**src/rtl/eth_cmd_resp.sv**
```systemverilog
// eth_cmd_resp: reply framer for the UDP control path (125 MHz Ethernet domain).
// Queues (addr, data) replies and serializes each one as a 9-byte frame:
//   HDR0 HDR1 addr d[31:24] d[23:16] d[15:8] d[7:0] CS TAIL
// CS is the 8-bit sum of addr and the four data bytes.
// After each frame it raises pkt_tx_en for one cycle, then waits for tx_done
// (bounded by TIMEOUT) before starting the next frame.
//
// state      | meaning
// S_IDLE     | waiting for a non-empty reply queue
// S_LOAD     | pop head entry into shadow, compute checksum, clear byte index
// S_WRITE    | push frame bytes into the TX byte FIFO, stalling on fifo_full
// S_KICK     | one-cycle packet transmit request, clear wait counter
// S_WAIT     | wait for tx_done or timeout

module eth_cmd_resp #(
    parameter int unsigned DEPTH   = 4,
    parameter logic [7:0]  HDR0    = 8'h55,
    parameter logic [7:0]  HDR1    = 8'hA5,
    parameter logic [7:0]  TAIL    = 8'hF0,
    parameter logic [15:0] TIMEOUT = 16'd65535
) (
    input  logic        clk,
    input  logic        reset,
    input  logic        rsp_valid,
    input  logic [7:0]  rsp_addr,
    input  logic [31:0] rsp_data,
    output logic        rsp_ready,
    input  logic        fifo_full,
    output logic        fifo_wrreq,
    output logic [7:0]  fifo_wrdata,
    output logic        pkt_tx_en,
    output logic [15:0] pkt_length,
    input  logic        tx_done,
    output logic        busy,
    output logic [7:0]  drop_cnt,
    output logic        timeout_err
);

    localparam int AW = $clog2(DEPTH);

    typedef enum logic [2:0] {S_IDLE, S_LOAD, S_WRITE, S_KICK, S_WAIT} state_t;

    state_t      state, state_nxt;
    logic [39:0] mem [DEPTH];
    logic [AW:0] wr_ptr, rd_ptr, wr_ptr_nxt, rd_ptr_nxt;
    logic        q_full, q_empty, full_nxt;
    logic        push, pop, drop;
    logic [39:0] head, shadow;
    logic [7:0]  cs;
    logic [3:0]  idx;
    logic [15:0] wait_cnt;
    logic        wait_to;
    logic [7:0]  frame_byte;

    assign pkt_length = 16'd9;

    assign q_empty = (wr_ptr == rd_ptr);
    assign q_full  = (wr_ptr[AW] != rd_ptr[AW]) && (wr_ptr[AW-1:0] == rd_ptr[AW-1:0]);

    // A push while full is dropped even when a pop happens in the same cycle.
    assign push = rsp_valid && !q_full;
    assign drop = rsp_valid && q_full;
    assign pop  = (state == S_LOAD);

    assign wr_ptr_nxt = wr_ptr + {{AW{1'b0}}, push};
    assign rd_ptr_nxt = rd_ptr + {{AW{1'b0}}, pop};
    assign full_nxt   = (wr_ptr_nxt[AW] != rd_ptr_nxt[AW]) &&
                        (wr_ptr_nxt[AW-1:0] == rd_ptr_nxt[AW-1:0]);

    assign head = mem[rd_ptr[AW-1:0]];

    // Timeout fires on the TIMEOUT-th WAIT cycle without tx_done.
    assign wait_to = (state == S_WAIT) && !tx_done &&
                     (({1'b0, wait_cnt} + 17'd1) == {1'b0, TIMEOUT});

    // Queue pointers, registered ready flag and saturating drop counter.
    always_ff @(posedge clk) begin
        if (reset) begin
            wr_ptr    <= '0;
            rd_ptr    <= '0;
            rsp_ready <= 1'b1;
            drop_cnt  <= '0;
        end else begin
            wr_ptr    <= wr_ptr_nxt;
            rd_ptr    <= rd_ptr_nxt;
            rsp_ready <= !full_nxt;
            if (drop && drop_cnt != 8'hFF)
                drop_cnt <= drop_cnt + 8'd1;
        end
    end

    // Queue storage; entries are captured at push time.
    always_ff @(posedge clk) begin
        if (push && !reset)
            mem[wr_ptr[AW-1:0]] <= {rsp_addr, rsp_data};
    end

    // State register, frame shadow, byte index, wait counter and sticky error.
    always_ff @(posedge clk) begin
        if (reset) begin
            state       <= S_IDLE;
            busy        <= 1'b0;
            shadow      <= '0;
            cs          <= '0;
            idx         <= '0;
            wait_cnt    <= '0;
            timeout_err <= 1'b0;
        end else begin
            state <= state_nxt;
            busy  <= (state_nxt != S_IDLE);
            if (state == S_LOAD) begin
                shadow <= head;
                cs     <= head[39:32] + head[31:24] + head[23:16] + head[15:8] + head[7:0];
                idx    <= '0;
            end
            if (state == S_WRITE && fifo_wrreq && idx != 4'd8)
                idx <= idx + 4'd1;
            if (state == S_KICK)
                wait_cnt <= '0;
            else if (state == S_WAIT)
                wait_cnt <= wait_cnt + 16'd1;
            if (wait_to)
                timeout_err <= 1'b1;
        end
    end

    // Byte selection for the current frame index.
    always_comb begin
        frame_byte = TAIL;
        case (idx)
            4'd0:    frame_byte = HDR0;
            4'd1:    frame_byte = HDR1;
            4'd2:    frame_byte = shadow[39:32];
            4'd3:    frame_byte = shadow[31:24];
            4'd4:    frame_byte = shadow[23:16];
            4'd5:    frame_byte = shadow[15:8];
            4'd6:    frame_byte = shadow[7:0];
            4'd7:    frame_byte = cs;
            default: frame_byte = TAIL;
        endcase
    end

    // Next-state and strobe outputs.
    always_comb begin
        state_nxt   = state;
        fifo_wrreq  = 1'b0;
        fifo_wrdata = 8'h00;
        pkt_tx_en   = 1'b0;
        case (state)
            S_IDLE:  if (!q_empty) state_nxt = S_LOAD;
            S_LOAD:  state_nxt = S_WRITE;
            S_WRITE: begin
                fifo_wrreq  = !fifo_full;
                fifo_wrdata = frame_byte;
                if (!fifo_full && idx == 4'd8)
                    state_nxt = S_KICK;
            end
            S_KICK: begin
                pkt_tx_en = 1'b1;
                state_nxt = S_WAIT;
            end
            S_WAIT:  if (tx_done || wait_to) state_nxt = S_IDLE;
            default: state_nxt = S_IDLE;
        endcase
    end

endmodule

```
**config.mk**
```make
export PLATFORM = sky130hd
export DESIGN_NAME = eth_cmd_resp
export DESIGN_NICKNAME = d
export VERILOG_FILES = /design/src/rtl/eth_cmd_resp.sv
export SDC_FILE = /design/constraint.sdc
export NUM_CORES = 1
export LEC_CHECK = 0
export ABC_AREA = 1
export CAP_MARGIN = 10
export CORE_ASPECT_RATIO = 1.2
export CORE_UTILIZATION = 35
export CTS_BUF_LIST = sky130_fd_sc_hd__clkbuf_4
export DETAILED_ROUTE_END_ITERATION = 16
export GPL_TIMING_DRIVEN = 1
export HOLD_SLACK_MARGIN = 0.1
export PLACE_DENSITY = 0.61
export SYNTH_ARGS = -nofsm -noshare
export SYNTH_HDL_FRONTEND = slang
export SYNTH_SLANG_ARGS = --single-unit
```
**constraint.sdc**
```tcl
create_clock -name clk -period 7.52 [get_ports clk]
set_input_delay 1.128 -clock clk [delete_from_list [all_inputs] [get_ports clk]]
set_output_delay 1.128 -clock clk [all_outputs]
set_load 0.1 [all_outputs]
```
==> flow_summary.toml, run 1 <==
[run_status]
status = "finished clean"

[worst_setup_path]
cp_max_fo = 9
path_class = "reg2out"
r2r_slack_ns = 2.52
rr_endpoint = "cs[7]$_SDFFE_PP0P_"
max_stage_delay_ns = 1.21
r2r-start = "rd_ptr[0]$_SDFF_PP0_"
r2r_cells = 21
critPathCaptureType = "output pin"
cp_cell_sequence = "inv_1, ha_1, o21ai_0, nand2_1, nor4_1, inv_1, a31oi_1, clkdlybuf4s50_1"
cp.required_ns = 6.39
cp_slowest_cell = "clkdlybuf4s50_1"
crit_path_frequent_cell = "inv_1"
cp.arrival_ns = 4.10
start_kind = "flop"

[clock_tree]
ctsHoldBuffers = 0
clk_path_buf_depth = 3
insertion_delay_ns = 0.66
cts.repair.resized = 0
cts_made_buffers = 68
cts.sinks = 248
clkTransAtPathRegs_ns = 0.06
cts_tree = "yes"
cts.htree.levels = 3
root_buffer = "clkbuf_4"
cts_setup_buffers = 0

[timing]
setup_viol = 0
worst_slew_pin_slew_ns = 1.04
min_period_over_period_pct = 69.5
fin_tns_setup_ns = 0
hold_viol_final = 0
post-route-min-period_ns = 5.23
max_freq_ghz = 0.191
rsz0062_at_grt = "no"
slew_viol_final = 0
timing.hold.ws_ns = 0.449
fin_worst_skew_ns = 0.0396
slew_headroom_pct = 30.7

[worst_hold_path]
holdCritPathClass = "reg2reg"
whs_endpoint = "timeout_err$_SDFFE_PP0P_"
hold-path-cell-count = 2
hp-start = "timeout_err$_SDFFE_PP0P_"

[pwr]
clkPwrFrac_pct = 26.4
max-vdd-ir-drop_mv = 0.241
combPwrFrac_pct = 38.4
p_sw_share_pct = 37.8
p_leak_nw = 4.99
power_frac_seq_pct = 35.2
switching_power_mw = 1.77
p_int_mw = 2.92
power_density_nw_per_um2 = 363

[global_routing]
grt_pass1_vias = 7587
grt_pass1_wl_um = 39800
grtUsageTotal_pct = 16.0
antenna_found_initial = 1
grt_max_degree = 81
grt-ovfl-total = 0

[placement]
dp.cells = 1491
gp_congestion = 0.854
port_buffers = 65
place_hpwl_um = 15800

[synthesis]
ys_ff_latch = 248
syn_inst = 1069
synthDistinctLibCells = 47
avgSynthCellArea_um2 = 10.3
ys_warn_count = 0
synth_area_um2 = 11000
ys_async_sr_fraction_pct = 0
synth_ff_type = "edfxtp_1"
synth_edf_count = 160
yosysSeqAreaShare_pct = 59.5

[die]
placementRows = 70
ios = 82
die_area_um2 = 32200
die_w_um = 164
die_h_um = 196
start_util_pct = 35.9
core_um2 = 30700

[finish]
syn_to_final_growth_pct = 17.1
num-nets-final = 1249
layout-drive-gt1-share_pct = 12.4
stdcell_count = 1617

[detailed_routing]
antenna_left = 0
vias = 7887
via_per_inst = 4.88
route.detailed.drc = 0
drt_first_pass_iters = 7
wl_per_cell_um = 15.5
drt-total-wl_um = 25000
drt-initial-drc-count = 626

[run]
drv_cap = 0
## cell usage after synthesis, types with 2 or more instances
cell	n	area (um2)
nor2_2	3	18.8
buf_4	19	143
edfxtp_1	160	4800
buf_2	10	50.1
nor3_1	10	50.1
clkbuf_1	32	120
or2_2	2	12.5
conb_1	2	7.51
nand4_1	10	62.6
buf_6	2	22.5
a22o_1	2	17.5
xnor2_1	8	70.1
ha_1	19	238
inv_2	4	15.0
dfxtp_1	88	1760
o21ai_0	88	440
nor2_4	2	22.5
a32o_1	24	240
nand2_1	181	679
a21oi_1	88	440
a31oi_1	6	37.5
nand2_2	3	18.8
a211oi_1	3	22.5
xor2_1	10	87.6
nor2_1	100	375
o21ai_1	2	10.0
a221oi_1	12	105
nand3b_1	3	22.5
o22ai_1	13	81.3
nand3_1	31	155
fa_1	20	400
inv_1	97	364
## kinds of logic (layout without fill, tap and decap cells)
kind of cell               after synthesis  after routing  synth area share, %
other                                    2             17               0.0681
buffers and inverters                  168            305                 6.65
DFF                                    248            248                 59.5
adders and majority gates               39             39                 5.79
xor gates and xnor gates                19             19                 1.58
and+or+nand+nor                        350            350                 13.4
AOI/OAI and AO/OA                      243            243                 13.0
## layer usage
layer	up-vias	GRT usage, %	routed length, um
li1	3911	-	-
met1	3746	19.3	10600
met2	201	27.4	12700
met3	29	3.72	1320
met4	0	6.04	431
met5	-	0	0
## worst max-delay path: cells and delay by family, from the launching register on
family | cells | cell delay (ns)
flip-flops | 1 | 0.44
adder cells (fa/ha/maj) | 1 | 0.37
AO/OA/AOI/OAI | 2 | 0.91
AND/OR/NAND/NOR | 2 | 0.28
buffers and inverters | 3 | 1.46
## layout by cell type (no fill, tap or decap), types with 6 or more instances in the layout
master	synthesis	routed
xor2_1	10	10
clkdlybuf4s50_1	0	65
clkinv_1	1	13
edfxtp_1	160	160
nand2_1	181	181
conb_1	2	16
nor2_1	100	100
clkbuf_4	0	106
nand4_1	10	10
nor3_2	1	6
o21ai_0	88	88
inv_1	97	97
o22ai_1	13	13
dfxtp_1	88	87
fa_1	20	20
a31oi_1	6	6
a32o_1	24	24
a221oi_1	12	12
a21oi_1	88	88
ha_1	19	19
buf_4	19	11
xnor2_1	8	8
nand3_1	31	31
## power groups by stage
| stage | registers, mW | clock network [mW] | logic [mW] |
|---|---|---|---|
| 2_1_floorplan | 1.66 | 0 | 1.42 |
| 3_3_place_gp | 1.68 | 0 | 1.79 |
| 3_5_place_dp | 1.68 | 0 | 1.81 |
| 4_1_cts | 1.65 | 1.28 | 1.82 |
| 5_1_grt | 1.67 | 1.36 | 2.05 |
| 6_report | 1.65 | 1.24 | 1.80 |
## flip-flops by register name (all words and copies together) (netlist names)
name         flops
busy             1
cs               8
drop_cnt         8
idx              4
mem            160
rd_ptr           3
rsp_ready        1
shadow          40
state            3
timeout_err      1
wait_cnt        16
wr_ptr           3
## per-stage QoR
step	area [um2]	power (mW)	utilization [%]	setup WS (ns)
2_1_floorplan	11100	3.07	-	2.95
3_3_place_gp	12000	3.46	39.0	2.56
3_5_place_dp	12000	3.49	39.0	2.49
4_1_cts	12900	4.76	42.0	2.21
5_1_grt	12900	5.08	42.0	2.03
6_report	12900	4.69	42.0	2.29
## cell type report
class / instances / area, um2
Tap cell: 396 / 495
Antenna cell: 1 / 2.50
Inverter: 104 / 394
Multi-Input combinational cell: 667 / 3810
Fill cell: 2965 / 17800
Timing Repair Buffer: 76 / 733
Sequential cell: 248 / 6570
Clock inverter: 19 / 120
Clock buffer: 106 / 796
## worst max path at each step
stage	startpoint	to	slack (ns)	cells after the start
2_1_floorplan	reset	mem[2][0]$_DFFE_PP_	2.95	3
3_3_place_gp	rd_ptr[0]$_SDFF_PP0_	cs[7]$_SDFFE_PP0P_	2.56	21
3_5_place_dp	rd_ptr[0]$_SDFF_PP0_	cs[7]$_SDFFE_PP0P_	2.49	21
4_1_cts	idx[0]$_SDFFE_PP0P_	fifo_wrdata[6]	2.21	8
5_1_grt	idx[0]$_SDFFE_PP0P_	fifo_wrdata[6]	2.03	8
6_report	idx[0]$_SDFFE_PP0P_	fifo_wrdata[6]	2.29	8
(Power assumes the default switching activity.)
==> run 2: changes to the inputs <==
- PLACE_DENSITY: 0.61 -> 0.63
- clock period: 7.52 -> 4.27 ns (I/O delays scaled with it)
==> run 2 against run 1 <==
  * Combinational power rose by 140%
  * First-iteration DRC count is 9.6% lower
  * Cell count grew 2.3%
  * Highest routed layer unchanged
  * Setup slack got worse by 2.1 ns
  * Clock-buffer cell count fell by 8
  * Worst hold slack better by 0.018 ns
  * Total power is 100% higher
  * Die area is the same
  * Routed wire length rose by 7.4%
  * Critical endpoint is now cs[7]$_SDFFE_PP0P_
  * Sequential power increased by 75%
  * Largest power group unchanged
  * Utilization increased by 1.8 points
  * Non-clock buffer count increased by 38
==> flow_summary.toml, run 2 (synthesis results as in run 1) <==
[worst_setup_path]
path_class = "reg2reg"
cp.arrival_ns = 4.75
critPathCaptureType = "flop"
cp.required_ns = 4.89
cp_max_fo = 6
start_kind = "flop"

[timing]
hold_viol_final = 0
worst_slew_pin_slew_ns = 0.996
post-route-min-period_ns = 4.13
setup_slack_ns = 0.145
fin_worst_skew_ns = 0.0654
slew_headroom_pct = 33.4
min_period_over_period_pct = 96.6
setup_viol = 0
max_freq_ghz = 0.242
slew_viol_final = 0
rsz0062_at_grt = "yes"
fin_tns_setup_ns = 0

[die]
die_area_um2 = 32200
core_um2 = 30700
ios = 82
die_h_um = 196
die_w_um = 164
placementRows = 70
start_util_pct = 35.9

[global_routing]
grt_pass1_wl_um = 41000
grt_pass1_vias = 7938
antenna_found_initial = 2
grt_max_degree = 78
grtUsageTotal_pct = 16.3
grt-ovfl-total = 0

[detailed_routing]
drt-total-wl_um = 26900
wl_per_cell_um = 16.3
drt_first_pass_iters = 8
route.detailed.drc = 0
via_per_inst = 4.96
drt-initial-drc-count = 566
antenna_left = 0
vias = 8203

[finish]
num-nets-final = 1287
largest_register_ff_count = 160
layout-drive-gt1-share_pct = 17.8
fin_area_um2 = 13500
final_cell_mix = "nand2_1 (178), edfxtp_1 (160), nor2_1 (98), clkbuf_4 (98), inv_1 (94)"
mostFrequentLayoutCell = "nand2_1"
post-route-util_pct = 43.8
fillers = 2892
syn_to_final_growth_pct = 22.0

[clock_tree]
clkTransAtPathRegs_ns = 0.06
ctsHoldBuffers = 0
cts_made_buffers = 67
root_buffer = "clkbuf_4"
cts_tree = "yes"
insertion_delay_ns = 0.72
cts.sinks = 248
clk_path_buf_depth = 3
cts.htree.levels = 3

[run]
drv_cap = 0

[pwr]
p_leak_nw = 5.27
max-vdd-ir-drop_mv = 0.632
power_mw = 9.39
power_density_nw_per_um2 = 698

[placement]
gp_congestion = 0.878
dp_slack_ns = 0.0589
port_buffers = 65
detailed_place.area_um2 = 12200
place_hpwl_um = 16300

[worst_hold_path]
holdCritPathClass = "reg2reg"

[run_status]
status = "finished clean"
==> run 2: cell types whose count changed in the layout (fill, tap and decap cells not counted), moves of 4 or more <==
cell	delta
a32o_1	-9
a32o_2	+9
buf_12	+6
buf_4	+32
buf_6	+5
clkbuf_4	-8
clkdlybuf4s50_1	-9
clkinv_1	+5
ha_1	-4
==> run 2: area by class of cell <==
type / count / area, um2 / share of cell area [%]
Tap cell: 396 / 495 / 3.68
Clock buffer: 98 / 736 / 5.47
Antenna cell: 2 / 5.00 / 0.0372
Clock inverter: 24 / 156 / 1.16
Inverter: 104 / 404 / 3.00
Timing Repair Buffer: 114 / 1150 / 8.54
Sequential cell: 248 / 6570 / 48.8
Multi-Input combinational cell: 667 / 3920 / 29.1
Timing Repair inverter: 1 / 16.3 / 0.121
==> run 2: report_power, final <==
group	switching [mW]	internal [mW]	total (mW)	leakage, nW
sequential	0.124	2.77	2.89	2.17
clock	0.986	1.18	2.17	0.518
combinational	2.47	1.86	4.33	2.58
==> run 2: repair_timing <==
item / in CTS / in global routing
endpoints found under the setup margin: 0 / 2
gates resized for setup: 0 / 50
setup buffers: 0 / 12
==> run 2: path summary, 6_finish.rpt <==
path,end,start,slack [ns],depth (start not counted)
max,cs[7]$_SDFFE_PP0P_,rd_ptr[0]$_SDFF_PP0_,0.14,23
min,timeout_err$_SDFFE_PP0P_,timeout_err$_SDFFE_PP0P_,0.47,2
max reg2reg,cs[7]$_SDFFE_PP0P_,rd_ptr[0]$_SDFF_PP0_,0.14,23
min reg2reg,timeout_err$_SDFFE_PP0P_,timeout_err$_SDFFE_PP0P_,0.47,2
==> run 2: critical path, cell delays in order, from the launching register on <==
cell and delay (ns):
dfxtp_4 0.46, buf_12 0.14, clkbuf_16 0.15, nand2_1 0.05, a32o_2 0.27, fa_1 0.54, inv_1 0.05, fa_1 0.49
inv_1 0.05, fa_1 0.50, inv_1 0.06, ha_4 0.28, nand3_2 0.08, nand2_2 0.08, nand2_1 0.05, nand2_1 0.07
a21oi_2 0.07, or2_4 0.26, nand2_4 0.08, inv_1 0.04, nand2_1 0.07, nand3_2 0.07, nand2_1 0.09, inv_1 0.03
==> run 2: stage by stage <==
step	instances	hold slack (ns)
global route	1654	0.483
CTS	1635	0.465
floorplan	1083	0.431
detailed placement	1513	0.456
finish	1654	0.467
global placement	1513	0.440
==> run 2: per-layer routing <==
layer	routed length, um	track usage, %	vias up
met5	0	0	-
met4	756	6.69	0
met3	1450	3.68	67
met2	13300	27.7	259
met1	11300	19.9	3889
li1	-	-	3988
==> run 3: changes to the inputs <==
- clock period: 4.27 -> 3.5 ns (I/O delays scaled with it)
==> run 3 against run 2 <==
  * The run now ends with negative setup slack left
  * Sequential share of layout area decreased by 1.7 points
  * Non-clock buffer count is 36 higher
  * Fmax increased by 1.7%
  * Worst hold slack worse by 0.0083 ns
  * Final area increased by 3.7%
  * Combinational power increased by 45%
  * Clock-buffer cell count up 3
  * Critical path depth unchanged
  * Routed wire length fell by 1.9%
  * Flip-flop and latch count is the same
  * First-iteration DRC count up 9.2%
  * Register-to-register slack worse by 0.70 ns
  * Critical path type unchanged
  * Largest cell class unchanged
==> flow_summary.toml, run 3 (synthesis results as in run 1) <==
[finish]
layout-drive-gt1-share_pct = 21.9
fin_area_um2 = 14000
mostFrequentLayoutCell = "nand2_1"
largest_register_ff_count = 160
syn_to_final_growth_pct = 26.5
num-nets-final = 1326
final_cell_mix = "nand2_1 (177), edfxtp_1 (160), clkbuf_4 (101)"

[global_routing]
grt_max_degree = 51
grt-ovfl-total = 0
grt_pass1_wl_um = 41600
grt_pass1_vias = 8182
grtUsageTotal_pct = 16.7
antenna_found_initial = 1

[timing]
rsz0062_at_grt = "yes"
fin_worst_skew_ns = 0.0535
slew_viol_final = 0
timing.hold.ws_ns = 0.459
setup_slack_ns = -0.557
slew_headroom_pct = 33.2
hold_viol_final = 0
max_freq_ghz = 0.246
worst_slew_pin_slew_ns = 0.999
setup_viol = 5
min_period_over_period_pct = 116
post-route-min-period_ns = 4.06

[worst_setup_path]
cp.arrival_ns = 4.59
r2r-start = "rd_ptr[0]$_SDFF_PP0_"
crit_end = "cs[7]$_SDFFE_PP0P_"
rr_endpoint = "cs[7]$_SDFFE_PP0P_"
cp.required_ns = 4.04
cp_max_fo = 6
r2r_cells = 23
setup.worst_path.start = "rd_ptr[0]$_SDFF_PP0_"
path_class = "reg2reg"
r2r_slack_ns = -0.56
critPathCaptureType = "flop"
start_kind = "flop"

[pwr]
p_sw_share_pct = 36.5
switching_power_mw = 4.59
combPwrFrac_pct = 49.8
power_density_nw_per_um2 = 900
power_frac_seq_pct = 28.0
power_mw = 12.6
clkPwrFrac_pct = 22.2
p_int_mw = 7.97
p_leak_nw = 5.53
max-vdd-ir-drop_mv = 0.735

[run_status]
violations = "negative setup slack"
status = "finished with violations"

[detailed_routing]
route.detailed.drc = 0
vias = 8263
drt_first_pass_iters = 5
antenna_left = 0
via_per_inst = 4.90
drt-total-wl_um = 26400
drt-initial-drc-count = 618
wl_per_cell_um = 15.6

[clock_tree]
ctsHoldBuffers = 0
cts.sinks = 248
insertion_delay_ns = 0.66
root_buffer = "clkbuf_4"
cts_tree = "yes"
clkTransAtPathRegs_ns = 0.06
cts.htree.levels = 3
cts_made_buffers = 68
clk_path_buf_depth = 3

[worst_hold_path]
holdCritPathClass = "reg2reg"
hold-path-cell-count = 2

[die]
core_um2 = 30700
die_area_um2 = 32200
ios = 82
placementRows = 70
die_h_um = 196
die_w_um = 164
start_util_pct = 35.9

[placement]
place_hpwl_um = 16700
gp_congestion = 0.866
detailed_place.area_um2 = 12600
port_buffers = 65

[run]
drv_cap = 0
run 3: changes by cell type in the layout (fill, tap and decap cells not counted), moves of 4 or more:
cell      delta
a31oi_1      -4
buf_12       +6
buf_4       +33
clkinv_1     -7
o21ai_0     -10
o21ai_1     +10
run 3: critical path, stage by stage, from the launching register on:
cell and delay [ns]:
dfxtp_4 0.37, buf_12 0.17, bufbuf_16 0.27, nor2_2 0.11, o22ai_2 0.11, fa_2 0.40
inv_2 0.10, fa_1 0.44, fa_1 0.53, inv_2 0.05, ha_4 0.16, fa_2 0.40
nand3_2 0.08, nand2_2 0.05, nand2_1 0.07, nand2_1 0.08, a21oi_2 0.14, nand2_1 0.08
nand2_2 0.07, inv_1 0.04, nand2_1 0.06, nand3_2 0.05, nand2_1 0.07, inv_1 0.04
run 3: layout make-up:
| cell class | count | area (um2) |
|---|---|---|
| Fill cell | 2830 | 16800 |
| Sequential cell | 248 | 6570 |
| Multi-Input combinational cell | 667 | 4000 |
| Timing Repair Buffer | 150 | 1490 |
| Clock buffer | 101 | 758 |
| Tap cell | 396 | 495 |
| Inverter | 104 | 422 |
| Clock inverter | 18 | 184 |
| Timing Repair inverter | 3 | 31.3 |
| Antenna cell | 1 | 2.50 |
run 3: how the worst min path moves through the flow:
stage | startpoint | to | slack (ns)
CTS | rsp_data[15] | mem[1][15]$_DFFE_PP_ | 0.45
floorplan | shadow[22]$_SDFFE_PP0P_ | shadow[22]$_SDFFE_PP0P_ | 0.43
global route | rsp_addr[7] | mem[1][39]$_DFFE_PP_ | 0.43
finish | timeout_err$_SDFFE_PP0P_ | timeout_err$_SDFFE_PP0P_ | 0.46
detailed placement | timeout_err$_SDFFE_PP0P_ | timeout_err$_SDFFE_PP0P_ | 0.45
global placement | shadow[22]$_SDFFE_PP0P_ | shadow[22]$_SDFFE_PP0P_ | 0.46
run 3: metal layers:
metal / routed length, um / up-vias / track usage [%] / share of wire (%)
li1: - / 4056 / - / -
met1: 11300 / 3919 / 21.1 / 43
met2: 13000 / 241 / 27.4 / 49
met3: 1510 / 47 / 3.79 / 5.7
met4: 623 / 0 / 6.79 / 2.4
met5: 0 / - / 0 / 0
run 3: stage by stage:
stage               setup slack (ns)  util [%]  setup TNS [ns]  instances
floorplan                     -0.717         -         -115.56       1083
global route                  -0.690      45.4           -2.39       1688
finish                        -0.557      45.4           -1.71       1688
global placement              -0.417      41.0           -1.04       1546
CTS                           -0.439      44.8           -1.36       1681
detailed placement            -0.454      41.0           -1.23       1546
run 3: power by group through the flow:
| stage | Clock, mW | Sequential [mW] | Combinational, mW |
|---|---|---|---|
| floorplan | 0 | 3.56 | 3.61 |
| global placement | 0 | 3.56 | 5.20 |
| detailed placement | 0 | 3.57 | 5.28 |
| CTS | 2.88 | 3.51 | 5.78 |
| global route | 3.06 | 3.54 | 6.87 |
| finish | 2.79 | 3.51 | 6.26 |
run 3: what timing repair did:
item	in CTS	in global routing
endpoints found under the setup margin	5	10
pin swaps	12	21
gates cloned	4	2
buffers inserted	12	7
gates resized for setup	20	39
